<file path="src/rtl/mul_wb_buffer_if.sv">
`default_nettype none
// ============================================================================
// Module      : mul_wb_buffer_if
// Description : Bundle of the multiplier-side handshake and the register-file
//               write-back port of the multiplier write-back buffer.
//               slave  modport : the buffer itself
//               master modport : the environment (multiplier + register file)
//   mul_en_i     operation issued to the multiplier this cycle
//   mul_ready_i  multiplier result valid
//   mul_result_i multiplier result (32 bits)
//   rd_addr_i    destination register of the operation in flight
//   ex_ready_o   buffer can accept a result (to multiplier ex_ready_i)
//   flush_i      synchronous pipeline flush
//   wb_valid_o   head entry available for register-file write
//   wb_addr_o    head entry destination register
//   wb_data_o    head entry data
//   wb_ready_i   register-file write port accepts the head entry
//   count_o      number of stored entries
//   wb_cnt_o     number of completed write-backs (wraps at 16 bits)
// Revision    : 1.0 - initial release
// ============================================================================
interface mul_wb_buffer_if #(
  parameter int RA_W  = 5,
  parameter int CNT_W = 2
);
  logic              mul_en_i;
  logic              mul_ready_i;
  logic [31:0]       mul_result_i;
  logic [RA_W-1:0]   rd_addr_i;
  logic              ex_ready_o;
  logic              flush_i;
  logic              wb_valid_o;
  logic [RA_W-1:0]   wb_addr_o;
  logic [31:0]       wb_data_o;
  logic              wb_ready_i;
  logic [CNT_W-1:0]  count_o;
  logic [15:0]       wb_cnt_o;

  modport slave (
    input  mul_en_i,
    input  mul_ready_i,
    input  mul_result_i,
    input  rd_addr_i,
    output ex_ready_o,
    input  flush_i,
    output wb_valid_o,
    output wb_addr_o,
    output wb_data_o,
    input  wb_ready_i,
    output count_o,
    output wb_cnt_o
  );

  modport master (
    output mul_en_i,
    output mul_ready_i,
    output mul_result_i,
    output rd_addr_i,
    input  ex_ready_o,
    output flush_i,
    input  wb_valid_o,
    input  wb_addr_o,
    input  wb_data_o,
    output wb_ready_i,
    input  count_o,
    input  wb_cnt_o
  );
endinterface
`default_nettype wire

</file>
<file path="src/rtl/mul_wb_buffer.sv">
`default_nettype none
// ============================================================================
// Module      : mul_wb_buffer
// Description : Small FIFO between the multiplier result port and a
//               register-file write port. Results destined for x0 are
//               acknowledged but never stored. A flush empties the buffer
//               without touching the write-back counter.
// Ports       : clk  - single clock, rising edge
//               rst  - asynchronous active-high reset
//               bus  - mul_wb_buffer_if.slave (multiplier handshake,
//                      write-back port, occupancy and write-back count)
// Parameters  : DEPTH - number of entries (power of two, >= 2)
//               RA_W  - destination register address width
// Revision    : 1.0 - initial release
// ============================================================================
module mul_wb_buffer #(
  parameter int DEPTH = 2,
  parameter int RA_W  = 5
) (
  input wire logic          clk,
  input wire logic          rst,
  mul_wb_buffer_if.slave    bus
);

  localparam int c_ptr_w = $clog2(DEPTH);
  localparam int c_cnt_w = c_ptr_w + 1;

  localparam logic [c_ptr_w-1:0] c_ptr_one  = c_ptr_w'(1);
  localparam logic [c_cnt_w-1:0] c_cnt_one  = c_cnt_w'(1);
  localparam logic [c_cnt_w-1:0] c_cnt_full = c_cnt_w'(DEPTH);
  localparam logic [RA_W-1:0]    c_reg_x0   = '0;

  // --------------------------------------------------------------------------
  // State
  // --------------------------------------------------------------------------
  logic [RA_W-1:0]    r_mem_addr [DEPTH];
  logic [31:0]        r_mem_data [DEPTH];
  logic [c_ptr_w-1:0] r_wr_ptr;
  logic [c_ptr_w-1:0] r_rd_ptr;
  logic [c_cnt_w-1:0] r_count;
  logic [15:0]        r_wb_cnt;

  // --------------------------------------------------------------------------
  // Handshake decode
  // --------------------------------------------------------------------------
  logic w_ex_ready;
  logic w_wb_valid;
  logic w_capture;
  logic w_store;
  logic w_pop;

  // Readiness depends only on stored occupancy so the multiplier never sees a
  // combinational path from the register-file side.
  assign w_ex_ready = (r_count != c_cnt_full);
  assign w_wb_valid = (r_count != '0);

  assign w_capture  = bus.mul_en_i & bus.mul_ready_i & w_ex_ready;
  // Results for x0 complete the handshake but are dropped here.
  assign w_store    = w_capture & (bus.rd_addr_i != c_reg_x0);
  assign w_pop      = w_wb_valid & bus.wb_ready_i;

  // --------------------------------------------------------------------------
  // Entry storage: no reset needed, contents are only visible while the
  // matching slot is counted as occupied.
  // --------------------------------------------------------------------------
  always_ff @(posedge clk) begin
    if (w_store) begin
      r_mem_addr[r_wr_ptr] <= bus.rd_addr_i;
      r_mem_data[r_wr_ptr] <= bus.mul_result_i;
    end
  end

  // --------------------------------------------------------------------------
  // Pointers and occupancy. Power-of-two depth lets the pointers wrap by
  // natural overflow.
  // --------------------------------------------------------------------------
  always_ff @(posedge clk or posedge rst) begin
    if (rst) begin
      r_wr_ptr <= '0;
      r_rd_ptr <= '0;
      r_count  <= '0;
    end else if (bus.flush_i) begin
      r_wr_ptr <= '0;
      r_rd_ptr <= '0;
      r_count  <= '0;
    end else begin
      if (w_store) begin
        r_wr_ptr <= r_wr_ptr + c_ptr_one;
      end
      if (w_pop) begin
        r_rd_ptr <= r_rd_ptr + c_ptr_one;
      end
      case ({w_store, w_pop})
        2'b10:   r_count <= r_count + c_cnt_one;
        2'b01:   r_count <= r_count - c_cnt_one;
        default: r_count <= r_count;
      endcase
    end
  end

  // --------------------------------------------------------------------------
  // Write-back counter: a pop in a flush cycle is not a completed write.
  // --------------------------------------------------------------------------
  always_ff @(posedge clk or posedge rst) begin
    if (rst) begin
      r_wb_cnt <= '0;
    end else if (w_pop && !bus.flush_i) begin
      r_wb_cnt <= r_wb_cnt + 16'd1;
    end
  end

  // --------------------------------------------------------------------------
  // Outputs: head fields are forced to zero while the buffer is empty.
  // --------------------------------------------------------------------------
  assign bus.ex_ready_o = w_ex_ready;
  assign bus.wb_valid_o = w_wb_valid;
  assign bus.wb_addr_o  = w_wb_valid ? r_mem_addr[r_rd_ptr] : '0;
  assign bus.wb_data_o  = w_wb_valid ? r_mem_data[r_rd_ptr] : '0;
  assign bus.count_o    = r_count;
  assign bus.wb_cnt_o   = r_wb_cnt;

endmodule
`default_nettype wire

</file>
<file path="src/flat_wrapper.sv">
// flat-port wrapper written by rule: the top's interface ports become plain ports
module mul_wb_buffer_flat 
#(
  parameter int DEPTH = 2,
  parameter int RA_W  = 5
)
  (clk, rst, bus_mul_en_i, bus_mul_ready_i, bus_mul_result_i, bus_rd_addr_i, bus_ex_ready_o, bus_flush_i, bus_wb_valid_o, bus_wb_addr_o, bus_wb_data_o, bus_wb_ready_i, bus_count_o, bus_wb_cnt_o);
  mul_wb_buffer_if #(.RA_W(RA_W), .CNT_W(($clog2(DEPTH) + 1))) bus_i ();
  input wire logic clk;
  input wire logic rst;
  input wire logic [$bits(bus_i.mul_en_i)-1:0] bus_mul_en_i;
  input wire logic [$bits(bus_i.mul_ready_i)-1:0] bus_mul_ready_i;
  input wire logic [$bits(bus_i.mul_result_i)-1:0] bus_mul_result_i;
  input wire logic [$bits(bus_i.rd_addr_i)-1:0] bus_rd_addr_i;
  output wire logic [$bits(bus_i.ex_ready_o)-1:0] bus_ex_ready_o;
  input wire logic [$bits(bus_i.flush_i)-1:0] bus_flush_i;
  output wire logic [$bits(bus_i.wb_valid_o)-1:0] bus_wb_valid_o;
  output wire logic [$bits(bus_i.wb_addr_o)-1:0] bus_wb_addr_o;
  output wire logic [$bits(bus_i.wb_data_o)-1:0] bus_wb_data_o;
  input wire logic [$bits(bus_i.wb_ready_i)-1:0] bus_wb_ready_i;
  output wire logic [$bits(bus_i.count_o)-1:0] bus_count_o;
  output wire logic [$bits(bus_i.wb_cnt_o)-1:0] bus_wb_cnt_o;
  assign bus_i.mul_en_i = bus_mul_en_i;
  assign bus_i.mul_ready_i = bus_mul_ready_i;
  assign bus_i.mul_result_i = bus_mul_result_i;
  assign bus_i.rd_addr_i = bus_rd_addr_i;
  assign bus_ex_ready_o = bus_i.ex_ready_o;
  assign bus_i.flush_i = bus_flush_i;
  assign bus_wb_valid_o = bus_i.wb_valid_o;
  assign bus_wb_addr_o = bus_i.wb_addr_o;
  assign bus_wb_data_o = bus_i.wb_data_o;
  assign bus_i.wb_ready_i = bus_wb_ready_i;
  assign bus_count_o = bus_i.count_o;
  assign bus_wb_cnt_o = bus_i.wb_cnt_o;
  mul_wb_buffer #(.DEPTH(DEPTH), .RA_W(RA_W)) u_core (.clk(clk), .rst(rst), .bus(bus_i));
endmodule
</file>
<file path="config.mk">
export PLATFORM = sky130hd
export DESIGN_NAME = mul_wb_buffer_flat
export DESIGN_NICKNAME = d
export VERILOG_FILES = /design/src/rtl/mul_wb_buffer_if.sv /design/src/rtl/mul_wb_buffer.sv /design/src/flat_wrapper.sv
export SDC_FILE = /design/constraint.sdc
export NUM_CORES = 1
export LEC_CHECK = 0
export ABC_AREA = 1
export BUFFER_PORTS_ARGS = -buffer_cell sky130_fd_sc_hd__buf_4
export CORE_AREA = 2 2 87 89
export DETAILED_ROUTE_END_ITERATION = 6
export DIE_AREA = 0 0 89 91
export PLACE_DENSITY = 0.95
export SKIP_CTS_REPAIR_TIMING = 1
export SYNTH_ARGS = -nofsm -noshare
export SYNTH_HDL_FRONTEND = slang
export SYNTH_SLANG_ARGS = --single-unit
</file>
<file path="constraint.sdc">
create_clock -name clk -period 4.3 [get_ports clk]
set_input_delay 0.215 -clock clk [delete_from_list [all_inputs] [get_ports clk]]
set_output_delay 0.215 -clock clk [all_outputs]
set_load 0.01 [all_outputs]
</file>
==> out/metrics.yaml, run 1 <==
gr-usage-all-layers_pct: 22.3
critPathCaptureType: "output pin"
ir_drop_uv: 371
port_buffers: 99
dp_hpwl_um: 6120
antenna_found_initial: 0
powerDensity_nw_per_um2: 521
synth_nets: 409
skew_ps: 15.2
design_area_um2: 5000
worst_setup_path_start_kind: "flop"
hold_viol_final: 20
netlist.area_leader.share_pct: 55.8
nets: 508
drive_gt1_share_pct: 29.2
ys.flop_type: "edfxtp_1"
cp_max_fo: 39
ys_seq_elements: 94
fmax_ghz: 0.383
fin_tns_setup_ps: 0
maxSlewViolCount: 0
place_area_um2: 4820
period_minus_slack_ps: 2610
numCtsBuffers: 9
clock-sinks: 94
coreArea_um2: 7140
leakagePower_nw: 2.12
firstDrtPassIters: 4
path_class: "flop to output pin"
synth_area_leader_cell: "edfxtp_1"
cp.arrival_ps: 2390
status: "complete, but fails checks"
drv_cap: 0
grt_pass1_wl_um: 13500
cts_tree: "yes"
core.rowCount: 31
overflow: 0
clockBufferDepth: 2
wl_per_cell_um: 15.7
area_growth_syn_to_layout_pct: 25.7
die_h_um: 91
worstSkewPairLatency_ps: 370
grt_pass1_vias: 2948
worstHoldPathType: "primary input to asynchronous set/reset pin"
clk_pin_slew_ps: 90
seqCellArea_um2: 2720
violations: "negative hold slack"
finalPower_mw: 2.61
netlist_area_um2: 3980
drtIter0Drc: 209
crit_required_ps: 4090
wirelength_um: 8940
finalCritPeriodShare_pct: 60.7
syn_inst: 365
multiInputGateArea_um2: 1140
num_vias: 3028
vias_per_cell: 5.33
cts_htree_levels: 3
async_flop_share_pct: 21.3
fill_cells: 511
antenna_cells: 0
setup_viol: 0
fp.dieW_um: 89
tightest_slew_ps: 1150
r2r_start: "u_core.bus.count_o[0]"
remaining_drc_errors: 0
ys_seq_area_share_pct: 68.4
yosys.cell_count.top_type: "nand2_1"
dieArea_um2: 8100
pin_count: 100
yosysWarnings: 0
grt_max_degree: 40
rsz0062_at_grt: "false"
critPathLaunch: "u_core.r_rd_ptr"
synth_edf_count: 74
holdWs_ps: -11.0
yosys.cell_types.count: 25
synth_common_cells: "132 x nand2_1, 74 x edfxtp_1, 40 x a21oi_1"
place_congestion: 0.882
drtAntennaViolNets: 0
syn_avg_cell_area_um2: 10.9
cts-root-buf: "clkbuf_8"
maxSlewHeadroom_pct: 23.5
initial_core_util_pct: 55.8
synth.area.top_cells: "edfxtp_1 56%, dfrtp_1 13%, nand2_1 12%, a21oi_1 5.0%, nor2_1 1.8%"
## path summary, 6_finish.rpt
check / endpoint / slack (ps) / cells after the start
min in group clk: u_core.r_mem_data[0][26] / 20 / 1
hold reg to reg: u_core.bus.wb_cnt_o[15] / 550 / 2
setup / recovery: bus_wb_data_o[3] / 1690 / 5
hold / removal: u_core.bus.count_o[0] / -10 / 2
max in group asynchronous: u_core.bus.wb_cnt_o[7] / 3840 / 2
setup reg to reg: u_core.r_mem_data[1][15] / 2020 / 4
## registers in the layout, indices dropped and copies added (netlist names)
register	count
u_core.r_mem_data	64
u_core.bus.wb_cnt_o	16
u_core.r_mem_addr	10
u_core.bus.count_o	2
u_core.r_rd_ptr	1
u_core.r_wr_ptr	1
## critical path: stages (launching register included)
cell and delay (ps):
dfrtp_1 370, buf_4 250, inv_1 870, nand2_1 110
a21oi_1 250, buf_4 170
## layout make-up
cell class / count / area share [%]
Clock inverter: 7 / 1.25
Tap cell: 99 / 2.48
Sequential cell: 94 / 54.4
Clock buffer: 9 / 2.48
Timing Repair Buffer: 101 / 15.1
Multi-Input combinational cell: 238 / 22.7
Inverter: 20 / 1.50
## cells in the final DEF, fill, tap and decap left out, drive strengths merged
| cell type | instances |
|---|---|
| nand2 | 139 |
| xor2 | 5 |
| ha | 1 |
| clkinvlp | 1 |
| a21oi | 40 |
| nand4 | 6 |
| dfrtp | 20 |
| clkinv | 1 |
| nand3 | 9 |
| nor3 | 2 |
| inv | 25 |
| buf | 101 |
| o21ai | 7 |
| nor2 | 25 |
| nand3b | 1 |
| clkbuf | 9 |
| edfxtp | 74 |
| xnor2 | 3 |
## metal layers
layer,GRT usage (%),part of all wire [%],up-vias
met5,0,0,-
met4,9.33,2.7,0
met3,5.82,8.4,22
met2,37.6,50,141
met1,26.8,39,1444
li1,-,-,1421
## report_power, final
part | total, mW | internal, mW | leakage [nW] | switching (mW)
Combinational | 0.884 | 0.371 | 1.08 | 0.513
Sequential | 1.17 | 1.08 | 0.941 | 0.0893
Clock | 0.548 | 0.223 | 0.0931 | 0.325
## stage by stage
stage / utilization [%] / instances / setup slack [ps]
floorplan: - / 365 / 1410
global placement: 67.5 / 552 / 2160
detailed placement: 67.5 / 552 / 2060
CTS: 70.1 / 568 / 1660
global route: 70.1 / 568 / 1470
finish: 70.1 / 568 / 1690
## kinds of logic (layout without fill, tap and decap cells)
kind of cell | Yosys count | after routing | share of synthesized area, %
AND/OR/NAND/NOR | 182 | 182 | 20.0
flip-flops | 94 | 94 | 68.4
AO/OA/AOI/OAI | 47 | 47 | 5.91
buffers and inverters | 33 | 137 | 3.46
XOR/XNOR | 8 | 8 | 1.95
adder cells (fa/ha/maj) | 1 | 1 | 0.314
Power figures use the tool's default switching activity.
==> inputs of run 2 (changes only) <==
- ABC_AREA: 1 -> 0
- CORE_AREA: 2 2 87 89 -> 2 2 88 90
- DIE_AREA: 0 0 89 91 -> 0 0 90 92
- PLACE_DENSITY: 0.95 -> 0.9
- clock period: 4.3 -> 2.7 ns (I/O delays scaled with it)
==> run 2 against run 1 <==
  * The run now ends clean
  * Worst setup slack lost 1200 ps
  * Hold slack improved by 54 ps
  * Total power is 33% higher
  * Non-clock buffer count rose by 39
  * Sequential power increased by 47%
  * Global-route usage fell by 5.7 points
  * Combinational power down 24%
  * Via count decreased by 22%
  * Register-to-register slack got worse by 1500 ps
  * Clock skew down 10 ps
  * Critical endpoint is now u_core.r_mem_data[1][29]
==> out/metrics.yaml, run 2 <==
status: "finished, final reports clean"
worst_setup_path_start_kind: "primary input"
yosys.cell_types.count: 27  # +8.0%
gr-usage-all-layers_pct: 16.7  # -5.7 points
cts_tree: "yes"
fin_cells: 487  # -14%
ys_seq_area_share_pct: 73.3  # +5.0 points
synth_nets: 282  # -31%
grt_pass1_wl_um: 10600  # -22%
drv_cap: 0  # unchanged
synth.area.top_cells: "edfxtp_1 60%, dfrtp_1 13%, mux2i_1 10%, nor2_1 4.3%, xnor2_1 3.3%"
largest-register: "u_core.r_mem_data"
async_flop_share_pct: 21.3  # unchanged
yosys.cell_count.top_type: "edfxtp_1"
synth-simple-area-share_pct: 9.13  # -11 points
netlist.area_leader.share_pct: 59.9  # +4.0 points
pin_count: 100  # unchanged
netlist_area_um2: 3710  # -6.8%
clockBufferDepth: 2  # unchanged
fill_cells: 534  # +4.5%
setup_ws_ps: 506  # -1180 ps
num_vias: 2376  # -22%
maxSlewViolCount: 0  # unchanged
die_h_um: 92  # +1.1%
cp_max_fo: 37  # -5.1%
placed_cells_incl_taps: 432  # -22%
period_minus_slack_ps: 2190
place_congestion: 0.720  # -18%
ys_seq_elements: 94  # unchanged
final_common_cell: "buf_4"
port_buffers: 99  # unchanged
synth-xor-area-share_pct: 4.72  # +2.8 points
synth_edf_count: 74  # unchanged
crit_required_ps: 2670  # -1420 ps
grt_max_degree: 39  # -2.5%
cts-root-buf: "clkbuf_8"
synth_top_family_by_area: "multiplexers"
tightest_slew_ps: 898  # -249 ps
drive_gt1_share_pct: 32.7  # +3.5 points
drtIter0Drc: 95  # -55%
seqCellArea_um2: 2720  # about the same
path_class: "primary input to flop"
clock-sinks: 94  # unchanged
cts_htree_levels: 3  # unchanged
synth_adder_area_share_pct: 0.337  # +0.023 points
critPathCaptureType: "flop"
powerDensity_nw_per_um2: 661  # +27%
dieArea_um2: 8280  # +2.2%
finalPower_mw: 3.46  # +33%
cp.arrival_ps: 2170  # -220 ps
antenna_cells: 0  # unchanged
wirelength_um: 7400  # -17%
ir_drop_uv: 471  # +27%
multiInputGateArea_um2: 961  # -16%
place_area_um2: 4600  # -4.5%
antenna_found_initial: 0  # unchanged
overflow: 0  # unchanged
fp.dieW_um: 90  # +1.1%
largest_reg_flops: 64  # unchanged
syn_avg_cell_area_um2: 15.6  # +43%
fin_tns_setup_ps: 0  # unchanged
synth_common_cells: "74 x edfxtp_1, 43 x nor2_1, 37 x mux2i_1"
design_area_um2: 5230  # +4.5%
nets: 424  # -17%
synthMuxAreaShare_pct: 10.3  # +10 points
clk_pin_slew_ps: 80  # about the same
finalCritPeriodShare_pct: 81.3
leakagePower_nw: 2.07  # -2.2%
whs_path_depth: 2
fmax_ghz: 0.456
wl_per_cell_um: 15.2  # -3.5%
drtAntennaViolNets: 0  # unchanged
synth_area_leader_cell: "edfxtp_1"
hold_viol_final: 0  # -100%
initial_core_util_pct: 49.8  # -5.9 points
firstDrtPassIters: 4  # unchanged
rsz0062_at_grt: "false"
setup_viol: 0  # unchanged
yosysWarnings: 0  # unchanged
syn_inst: 238  # -35%
dp_hpwl_um: 4750  # -22%
vias_per_cell: 4.88  # -8.5%
reg2regPathDepth: 3  # -1
synth_compound_area_share_pct: 0.977  # -4.9 points
dpl_worst_slack_ps: 568  # -1490 ps
remaining_drc_errors: 0  # unchanged
coreArea_um2: 7450  # +4.3%
worstHoldPathType: "primary input to flop"
area_growth_syn_to_layout_pct: 40.9
layout_common_cells: "99 x buf_4, 74 x edfxtp_1, 42 x nor2_1"
numCtsBuffers: 9  # unchanged
ys.flop_type: "edfxtp_1"
maxSlewHeadroom_pct: 40.1  # +17 points
worstSkewPairLatency_ps: 340  # -30 ps
core.rowCount: 32  # +3.2%
grt_pass1_vias: 2199  # -25%
skew_ps: 4.71  # -10.5 ps
==> run 2: cell count changes after synthesis, moves of 3 or more <==
| cell | change |
|---|---|
| a21oi_1 | -40 |
| inv_1 | -16 |
| mux2i_1 | +37 |
| nand2_1 | -125 |
| nand2_2 | -4 |
| nand2_4 | -3 |
| nand3_1 | -3 |
| nand4_1 | -4 |
| nor2_1 | +24 |
| nor2_2 | -4 |
| o21ai_0 | -5 |
| xnor2_1 | +11 |
==> run 2: worst max-delay path, cell delays in order <==
cell and delay, ps:
dlygate4sd3_1 540, buf_4 140, or4_1 530, o2111a_2 310
and2_2 490
==> run 2: report_power, final <==
group          total (mW)  switching [mW]  internal, mW
clock                1.07           0.452         0.615
sequential           1.72          0.0785          1.65
combinational       0.668           0.316         0.351
total                3.46           0.847          2.61
==> run 2: area by class of cell <==
| class | instances | share of cell area (%) |
|---|---|---|
| inverter | 2 | 0.144 |
| tap | 102 | 2.44 |
| timing repair buffer | 140 | 22.4 |
| sequential | 94 | 52.1 |
| clock inverter | 6 | 2.08 |
| clock buffer | 10 | 2.44 |
| multi-input combinational | 133 | 18.4 |
==> run 2: layer usage <==
layer / wire length, um / GRT usage (%) / vias up
li1: - / - / 1144
met5: 0 / 0 / -
met1: 3060 / 20.5 / 1141
met4: 125 / 7.31 / 0
met2: 3890 / 28.4 / 79
met3: 319 / 3.86 / 12
==> run 2: stage by stage <==
stage	util, %	hold WS (ps)
2_1_floorplan	-	98.8
3_3_place_gp	61.8	296
3_5_place_dp	61.8	322
4_1_cts	65.0	-69.9
5_1_grt	70.2	43.8
6_report	70.2	43.0
==> run 2: cell families (layout without fill, tap and decap cells) <==
| group | after synthesis | count (layout) |
|---|---|---|
| AOI/OAI and AO/OA | 3 | 3 |
| and+or+nand+nor | 71 | 71 |
| DFF | 94 | 94 |
| xor gates and xnor gates | 20 | 20 |
| buffers and inverters | 11 | 158 |
| adders and majority gates | 1 | 1 |
| muxes | 38 | 38 |
==> run 2: final timing paths <==
check,to,slack (ps),startpoint
setup reg to reg,u_core.r_mem_data[1][29],570,u_core.bus.count_o[0]
hold reg to reg,u_core.bus.wb_cnt_o[15],490,u_core.bus.wb_cnt_o[15]
hold / removal,u_core.r_rd_ptr,40,bus_flush_i
min in group asynchronous,u_core.bus.wb_cnt_o[7],490,rst
setup / recovery,u_core.r_mem_data[1][29],510,bus_rd_addr_i[0]
max in group asynchronous,u_core.r_rd_ptr,1690,rst
